--- src/rtl/alu_pkg.sv ---
// Shared definitions for the ALU arbiter slice: opcode values and FSM states.
package alu_pkg;

    localparam logic [2:0] OP_AND   = 3'd0;
    localparam logic [2:0] OP_OR    = 3'd1;
    localparam logic [2:0] OP_ADD   = 3'd2;
    localparam logic [2:0] OP_SUB   = 3'd3;
    localparam logic [2:0] OP_SHIFT = 3'd4;
    localparam logic [2:0] OP_SLT   = 3'd5;

    typedef enum logic [1:0] {
        S_IDLE = 2'd0,
        S_EXEC = 2'd1,
        S_RESP = 2'd2
    } state_t;

endpackage

--- src/rtl/alu_16_bit.sv ---
// 16-bit combinational ALU; AltB is only meaningful for OP_SLT.
module alu_16_bit
    import alu_pkg::*;
(
    input  logic [15:0] A,
    input  logic [15:0] B,
    input  logic [2:0]  op,
    output logic [15:0] R,
    output logic        AltB
);

    logic [15:0] neg_b;

    always_comb begin
        // NOTE: every output gets a default first so no branch can infer a latch.
        R     = A + B;
        AltB  = (A < B);
        neg_b = -B;
        case (op)
            OP_AND: R = A & B;
            OP_OR:  R = A | B;
            OP_SUB: R = A - B;
            OP_SHIFT: begin
                // B is a signed shift count: positive shifts left, negative shifts right
                if (B == 16'h0000)
                    R = A;
                else if (B[15])
                    R = A >> neg_b;
                else
                    R = A << B;
            end
            default: R = A + B;
        endcase
    end

endmodule

--- src/rtl/alu_arbiter.sv ---
// Round-robin arbiter sharing one alu_16_bit between two requesters,
// with registered operands and a registered, held response.
module alu_arbiter
    import alu_pkg::*;
#(
    parameter int WIDTH = 16,
    parameter int OPW   = 3
) (
    input  logic             CLK,
    input  logic             RST_N,
    input  logic [1:0]       req_valid,
    output logic [1:0]       req_ready,
    input  logic [WIDTH-1:0] req0_A,
    input  logic [WIDTH-1:0] req0_B,
    input  logic [OPW-1:0]   req0_op,
    input  logic [WIDTH-1:0] req1_A,
    input  logic [WIDTH-1:0] req1_B,
    input  logic [OPW-1:0]   req1_op,
    output logic             resp_valid,
    input  logic             resp_ready,
    output logic             resp_id,
    output logic [WIDTH-1:0] resp_R,
    output logic             resp_AltB
);

    state_t           state;
    logic             last_id;
    logic             id_q;
    logic [WIDTH-1:0] a_q;
    logic [WIDTH-1:0] b_q;
    logic [OPW-1:0]   op_q;
    logic [1:0]       grant;
    logic [WIDTH-1:0] alu_r;
    logic             alu_altb;

    // On a tie the requester that was not served last wins.
    always_comb begin
        grant = req_valid;
        if (req_valid == 2'b11)
            grant = last_id ? 2'b01 : 2'b10;
    end

    assign req_ready  = (state == S_IDLE && RST_N) ? grant : 2'b00;
    assign resp_valid = (state == S_RESP);

    alu_16_bit u_alu (
        .A    (a_q),
        .B    (b_q),
        .op   (op_q),
        .R    (alu_r),
        .AltB (alu_altb)
    );

    always_ff @(posedge CLK) begin
        // NOTE: sequential state uses non-blocking assignments so every register
        // samples the values from before this edge.
        if (!RST_N) begin
            state     <= S_IDLE;
            last_id   <= 1'b1;
            id_q      <= 1'b0;
            // NOTE: operand registers are reset too so the ALU never sees X
            // after power-up.
            a_q       <= '0;
            b_q       <= '0;
            op_q      <= '0;
            resp_R    <= '0;
            resp_AltB <= 1'b0;
            resp_id   <= 1'b0;
        end else begin
            case (state)
                S_IDLE: begin
                    if (req_ready != 2'b00) begin
                        id_q    <= req_ready[1];
                        last_id <= req_ready[1];
                        a_q     <= req_ready[1] ? req1_A  : req0_A;
                        b_q     <= req_ready[1] ? req1_B  : req0_B;
                        op_q    <= req_ready[1] ? req1_op : req0_op;
                        state   <= S_EXEC;
                    end
                end
                S_EXEC: begin
                    resp_R    <= alu_r;
                    // AltB from the ALU is undefined outside SLT
                    resp_AltB <= (op_q == OP_SLT) ? alu_altb : 1'b0;
                    resp_id   <= id_q;
                    state     <= S_RESP;
                end
                S_RESP: begin
                    if (resp_ready)
                        state <= S_IDLE;
                end
                default: state <= S_IDLE;
            endcase
        end
    end

endmodule

--- config.mk ---
export PLATFORM = sky130hd
export DESIGN_NAME = alu_arbiter
export DESIGN_NICKNAME = d
export VERILOG_FILES = /design/src/rtl/alu_pkg.sv /design/src/rtl/alu_16_bit.sv /design/src/rtl/alu_arbiter.sv
export SDC_FILE = /design/constraint.sdc
export NUM_CORES = 1
export LEC_CHECK = 0
export ABC_AREA = 1
export BUFFER_PORTS_ARGS = -buffer_cell sky130_fd_sc_hd__buf_2
export CORE_MARGIN = 10
export CORE_UTILIZATION = 35
export CTS_BUF_LIST = sky130_fd_sc_hd__clkbuf_4 sky130_fd_sc_hd__clkbuf_8
export DETAILED_ROUTE_END_ITERATION = 7
export GPL_TIMING_DRIVEN = 0
export PLACE_DENSITY = 0.62
export RECOVER_POWER = 25
export SYNTH_ARGS = -nofsm -noshare
export SYNTH_HDL_FRONTEND = slang
export SYNTH_SLANG_ARGS = --single-unit
export TNS_END_PERCENT = 30
--- constraint.sdc ---
create_clock -name CLK -period 4 [get_ports CLK]
set_input_delay 0.4 -clock CLK [delete_from_list [all_inputs] [get_ports CLK]]
set_output_delay 0.4 -clock CLK [all_outputs]
set_load 0.01 [all_outputs]
==> tab_implementation.tex <==
\begin{tabular}{lr}
\hline
Metric & Value \\
\hline
\multicolumn{2}{l}{\textbf{Layout}} \\
\quad Final cell count without fillers & 1562 \\
\quad Fraction of layout cells with a size suffix above 1 & 0.104 \\
\quad Antenna diode count & 0 \\
\quad Area added between synthesis and finish & 15.3\% \\
\quad Fillers & 2139 \\
\quad NumNets Final & 1423 \\
\multicolumn{2}{l}{\textbf{Floorplan}} \\
\quad X dimension of the die & 159 um \\
\quad Area of the die & 25300 sq um \\
\quad Placeable core region & 18800 sq um \\
\quad IO Count & 96 \\
\quad Initial cell density of the core & 0.359 \\
\quad Die span in y & 159 um \\
\quad Count of standard-cell rows & 50 \\
\multicolumn{2}{l}{\textbf{STA}} \\
\quad PnR worst setup slack & 0.347 ns \\
\quad Final worst-path cycle share & 0.913 \\
\quad Post-route worst hold slack & 0.275 ns \\
\quad Number of setup violations in the final report & 0 \\
\quad Total count of hold-check failures in the final report & 0 \\
\quad RSZ-0062 raised after global routing & no \\
\quad Max transition margin & 0.499 \\
\quad Worst Tran Pin Value & 0.747 ns \\
\quad Maximum frequency from static timing analysis & 0.274 GHz \\
\quad Number of slew-limit violations in the final report & 0 \\
\quad Clock Skews & 0.0107 ns \\
\quad Clock period minus final worst setup slack & 3.65 ns \\
\multicolumn{2}{l}{\textbf{Global route}} \\
\quad Initial antenna violation count & 0 \\
\quad Overflow left after global routing & 0 \\
\quad Number of global-route vias before repair & 7873 \\
\quad Pin count of the biggest net entering global routing & 14 \\
\quad Total track usage & 0.215 \\
\quad Global-route wire length before repair & 43700 um \\
\multicolumn{2}{l}{\textbf{Synthesis}} \\
\quad Syn avg cell area & 5.67 sq um \\
\quad Number of register bits inferred by synthesis & 57 \\
\quad Summed instance area of the synthesized netlist & 6760 sq um \\
\quad Fraction of post-synthesis cell area in the top cell type by area & 0.169 \\
\quad Synthesized Nets & 1319 \\
\quad Cell variety after synth & 44 \\
\quad Share of the yosys chip area belonging to registers & 0.169 \\
\quad Count of synthesis-stage warnings from yosys & 0 \\
\quad Post-synth top area cell & sky130\_fd\_sc\_hd\_\_dfxtp\_1 \\
\quad Cell count after synthesis & 1193 \\
\quad Leading cell types by total area after synthesis & sky130\_fd\_sc\_hd\_\_dfxtp\_1, sky130\_fd\_sc\_hd\_\_nand2\_1, sky130\_fd\_sc\_hd\_\_ha\_1, sky130\_fd\_sc\_hd\_\_nor2\_1, sky130\_fd\_sc\_hd\_\_o21ai\_0 \\
\multicolumn{2}{l}{\textbf{Setup path}} \\
\quad Data required time at the worst endpoint & 4.28 ns \\
\quad Category of the critical setup timing path & reg -> reg \\
\quad Kind of start point of the critical path & flop \\
\quad Worst-path fanout max & 11 \\
\quad Type of destination of the critical path & flop \\
\quad R2R depth & 20 \\
\quad CP Data Arrival Time & 3.93 ns \\
\multicolumn{2}{l}{\textbf{Job}} \\
\quad Max-cap violation count & 0 \\
\multicolumn{2}{l}{\textbf{Clock tree}} \\
\quad Clock transition at the register clock pins on the worst setup and hold paths after CTS & 0.08 ns \\
\quad Clock root buffer & sky130\_fd\_sc\_hd\_\_clkbuf\_8 \\
\quad Later-pin clock latency in the skew report & 0.37 ns \\
\quad Clock sinks & 57 \\
\quad Inserted Clock Buffers & 9 \\
\quad \# hold bufs at CTS & 0 \\
\quad Buffers from clock root to sink, at most & 2 \\
\quad CTS tree & yes \\
\quad Number of H-tree branching levels & 3 \\
\multicolumn{2}{l}{\textbf{Min path}} \\
\quad Cell count of the worst hold path & 2 \\
\quad Worst Hold Class & in -> reg \\
\multicolumn{2}{l}{\textbf{Run status}} \\
\quad Run status & finished clean \\
\multicolumn{2}{l}{\textbf{Power and ir drop}} \\
\quad Pwr dens & 357 nW/um\^{}2 \\
\quad Maximum vdd drop & 0.208 mV \\
\quad Cell leakage power & 3.62 nW \\
\quad Power consumption & 2.78 mW \\
\multicolumn{2}{l}{\textbf{Drt}} \\
\quad Via density & 5.26 \\
\quad Number of iterations in the first detailed-routing pass & 6 \\
\quad Total number of vias & 8215 \\
\quad Remaining design rule violation count & 0 \\
\quad Routed length per instance & 18.0 um \\
\quad Final ANT Viol Nets & 0 \\
\quad Total routed wirelength & 28100 um \\
\quad Count of routing violations after the opening detailed-route iteration & 790 \\
\multicolumn{2}{l}{\textbf{Placement}} \\
\quad Worst setup slack after placement & -0.369 ns \\
\quad Count of buffers from port buffering & 95 \\
\quad Gp weighted congestion & 1.00 \\
\quad Placed cells & 1548 \\
\quad Dpl hpwl & 23200 um \\
\hline
\end{tabular}
critical path, stage by stage (launching register included):
cell and delay (ns):
sky130_fd_sc_hd__dfxtp_1 0.40, sky130_fd_sc_hd__buf_6 0.18, sky130_fd_sc_hd__clkinv_1 0.25, sky130_fd_sc_hd__clkbuf_1 0.35, sky130_fd_sc_hd__ha_1 0.36, sky130_fd_sc_hd__buf_2 0.17
sky130_fd_sc_hd__inv_1 0.09, sky130_fd_sc_hd__a21oi_1 0.16, sky130_fd_sc_hd__a21boi_0 0.30, sky130_fd_sc_hd__nor2_1 0.09, sky130_fd_sc_hd__o21ai_0 0.22, sky130_fd_sc_hd__nand2_1 0.08
sky130_fd_sc_hd__nand2_1 0.10, sky130_fd_sc_hd__nand2_1 0.06, sky130_fd_sc_hd__a21oi_1 0.15, sky130_fd_sc_hd__xor2_1 0.16, sky130_fd_sc_hd__o221ai_1 0.14, sky130_fd_sc_hd__inv_1 0.11
sky130_fd_sc_hd__nand3_1 0.08, sky130_fd_sc_hd__nand2_1 0.06, sky130_fd_sc_hd__inv_1 0.04
cells in the mapped netlist:
library cell	instances
sky130_fd_sc_hd__a211oi_1	5
sky130_fd_sc_hd__a21boi_0	1
sky130_fd_sc_hd__a21o_1	1
sky130_fd_sc_hd__a21oi_1	114
sky130_fd_sc_hd__a21oi_2	1
sky130_fd_sc_hd__a221oi_1	1
sky130_fd_sc_hd__a31oi_1	7
sky130_fd_sc_hd__buf_1	4
sky130_fd_sc_hd__buf_2	7
sky130_fd_sc_hd__buf_6	2
sky130_fd_sc_hd__clkbuf_1	42
sky130_fd_sc_hd__clkinv_1	6
sky130_fd_sc_hd__dfxtp_1	57
sky130_fd_sc_hd__fa_1	2
sky130_fd_sc_hd__ha_1	49
sky130_fd_sc_hd__inv_1	130
sky130_fd_sc_hd__inv_2	4
sky130_fd_sc_hd__nand2_1	294
sky130_fd_sc_hd__nand2_2	4
sky130_fd_sc_hd__nand2_4	1
sky130_fd_sc_hd__nand3_1	77
sky130_fd_sc_hd__nand3_2	2
sky130_fd_sc_hd__nand3b_1	3
sky130_fd_sc_hd__nand4_1	18
sky130_fd_sc_hd__nand4_2	1
sky130_fd_sc_hd__nor2_1	155
sky130_fd_sc_hd__nor2_2	6
sky130_fd_sc_hd__nor2_4	4
sky130_fd_sc_hd__nor2_8	2
sky130_fd_sc_hd__nor3_1	8
sky130_fd_sc_hd__nor4_1	3
sky130_fd_sc_hd__nor4b_1	1
sky130_fd_sc_hd__o2111ai_1	3
sky130_fd_sc_hd__o211ai_1	17
sky130_fd_sc_hd__o21a_1	3
sky130_fd_sc_hd__o21ai_0	116
sky130_fd_sc_hd__o21ai_1	12
sky130_fd_sc_hd__o21bai_1	5
sky130_fd_sc_hd__o221ai_1	7
sky130_fd_sc_hd__o22ai_1	3
sky130_fd_sc_hd__o31ai_1	3
sky130_fd_sc_hd__or2_2	1
sky130_fd_sc_hd__xnor2_1	1
sky130_fd_sc_hd__xor2_1	10
through the flow:
stage / utilization / TNS [ns] / area (sq um)
2_1_floorplan: - / 0 / 6760
4_1_cts: 0.414 / 0 / 7790
5_1_grt: 0.414 / 0 / 7790
3_5_place_dp: 0.401 / -2.86 / 7560
3_3_place_gp: 0.401 / -3.37 / 7560
6_report: 0.414 / 0 / 7790
per-layer routing:
layer,up-vias,part of all wire,track usage
met5,-,0,0
met4,0,0.040,0.0939
met3,61,0.073,0.0501
met2,338,0.44,0.343
met1,3678,0.45,0.270
li1,4138,-,-
registers in the layout, indices dropped and copies added, names as in the netlist:
signal,cells
a_q,16
b_q,16
resp_R,16
op_q,3
state,2
id_q,1
last_id,1
resp_AltB,1
resp_id,1
cell type report:
| class | instances | area (sq um) | share of cell area |
|---|---|---|---|
| multi-input combinational | 941 | 4890 | 0.628 |
| sequential | 57 | 1140 | 0.147 |
| inverter | 140 | 533 | 0.0684 |
| timing repair buffer | 95 | 452 | 0.0580 |
| tap | 260 | 325 | 0.0418 |
| buffer | 53 | 226 | 0.0291 |
| clock buffer | 9 | 124 | 0.0159 |
| clock inverter | 7 | 95.1 | 0.0122 |
layout by cell type, fill, tap and decap left out, types with 3 or more instances in the layout:
master	n
sky130_fd_sc_hd__inv_2	4
sky130_fd_sc_hd__o21ai_1	12
sky130_fd_sc_hd__a31oi_1	7
sky130_fd_sc_hd__o2111ai_1	3
sky130_fd_sc_hd__inv_1	129
sky130_fd_sc_hd__o21bai_1	5
sky130_fd_sc_hd__nand3b_1	3
sky130_fd_sc_hd__nor2_4	5
sky130_fd_sc_hd__ha_1	48
sky130_fd_sc_hd__clkinv_1	5
sky130_fd_sc_hd__o211ai_1	17
sky130_fd_sc_hd__nand2_2	4
sky130_fd_sc_hd__o22ai_1	3
sky130_fd_sc_hd__nor3_1	7
sky130_fd_sc_hd__clkinvlp_4	3
sky130_fd_sc_hd__buf_1	3
sky130_fd_sc_hd__nand3_1	77
sky130_fd_sc_hd__xor2_1	10
sky130_fd_sc_hd__o21ai_0	115
sky130_fd_sc_hd__a21oi_1	114
sky130_fd_sc_hd__o221ai_1	7
sky130_fd_sc_hd__nor2_1	155
sky130_fd_sc_hd__nor2_2	5
sky130_fd_sc_hd__nand4_1	18
sky130_fd_sc_hd__a211oi_1	5
sky130_fd_sc_hd__nor4_1	3
sky130_fd_sc_hd__clkbuf_8	9
sky130_fd_sc_hd__dfxtp_1	55
sky130_fd_sc_hd__nand2_1	294
sky130_fd_sc_hd__o21a_1	3
sky130_fd_sc_hd__buf_2	83
sky130_fd_sc_hd__clkbuf_1	59
report_power, final:
group | total (mW) | leakage, nW | internal, mW | switching [mW]
Combinational | 1.46 | 3.05 | 0.441 | 1.02
Sequential | 0.702 | 0.467 | 0.620 | 0.0816
Clock | 0.623 | 0.109 | 0.350 | 0.273
Total | 2.78 | 3.62 | 1.41 | 1.37
path summary, 6_finish.rpt:
kind | endpoint | slack, ns | startpoint
hold reg to reg | resp_R[12]$_SDFFE_PN0N_ | 0.47 | resp_R[12]$_SDFFE_PN0N_
hold / removal | last_id$_SDFFE_PN1P_ | 0.28 | RST_N
setup / recovery | resp_R[7]$_SDFFE_PN0N_ | 0.35 | b_q[2]$_SDFFE_PN0P_
setup reg to reg | resp_R[7]$_SDFFE_PN0N_ | 0.35 | b_q[2]$_SDFFE_PN0P_
kinds of logic after synthesis:
| family | synth area share |
|---|---|
| and+or+nand+nor | 0.366 |
| AOI/OAI and AO/OA | 0.243 |
| buffers and inverters | 0.112 |
| DFF | 0.169 |
| adders and majority gates | 0.0966 |
| xor gates and xnor gates | 0.0143 |
repair_timing:
action	CTS	global route
gates resized for setup	5	10
pin swaps	0	1
endpoints found under the setup margin	15	16
buffers inserted	0	0
Note: power is estimated with default switching activity, not from simulation.
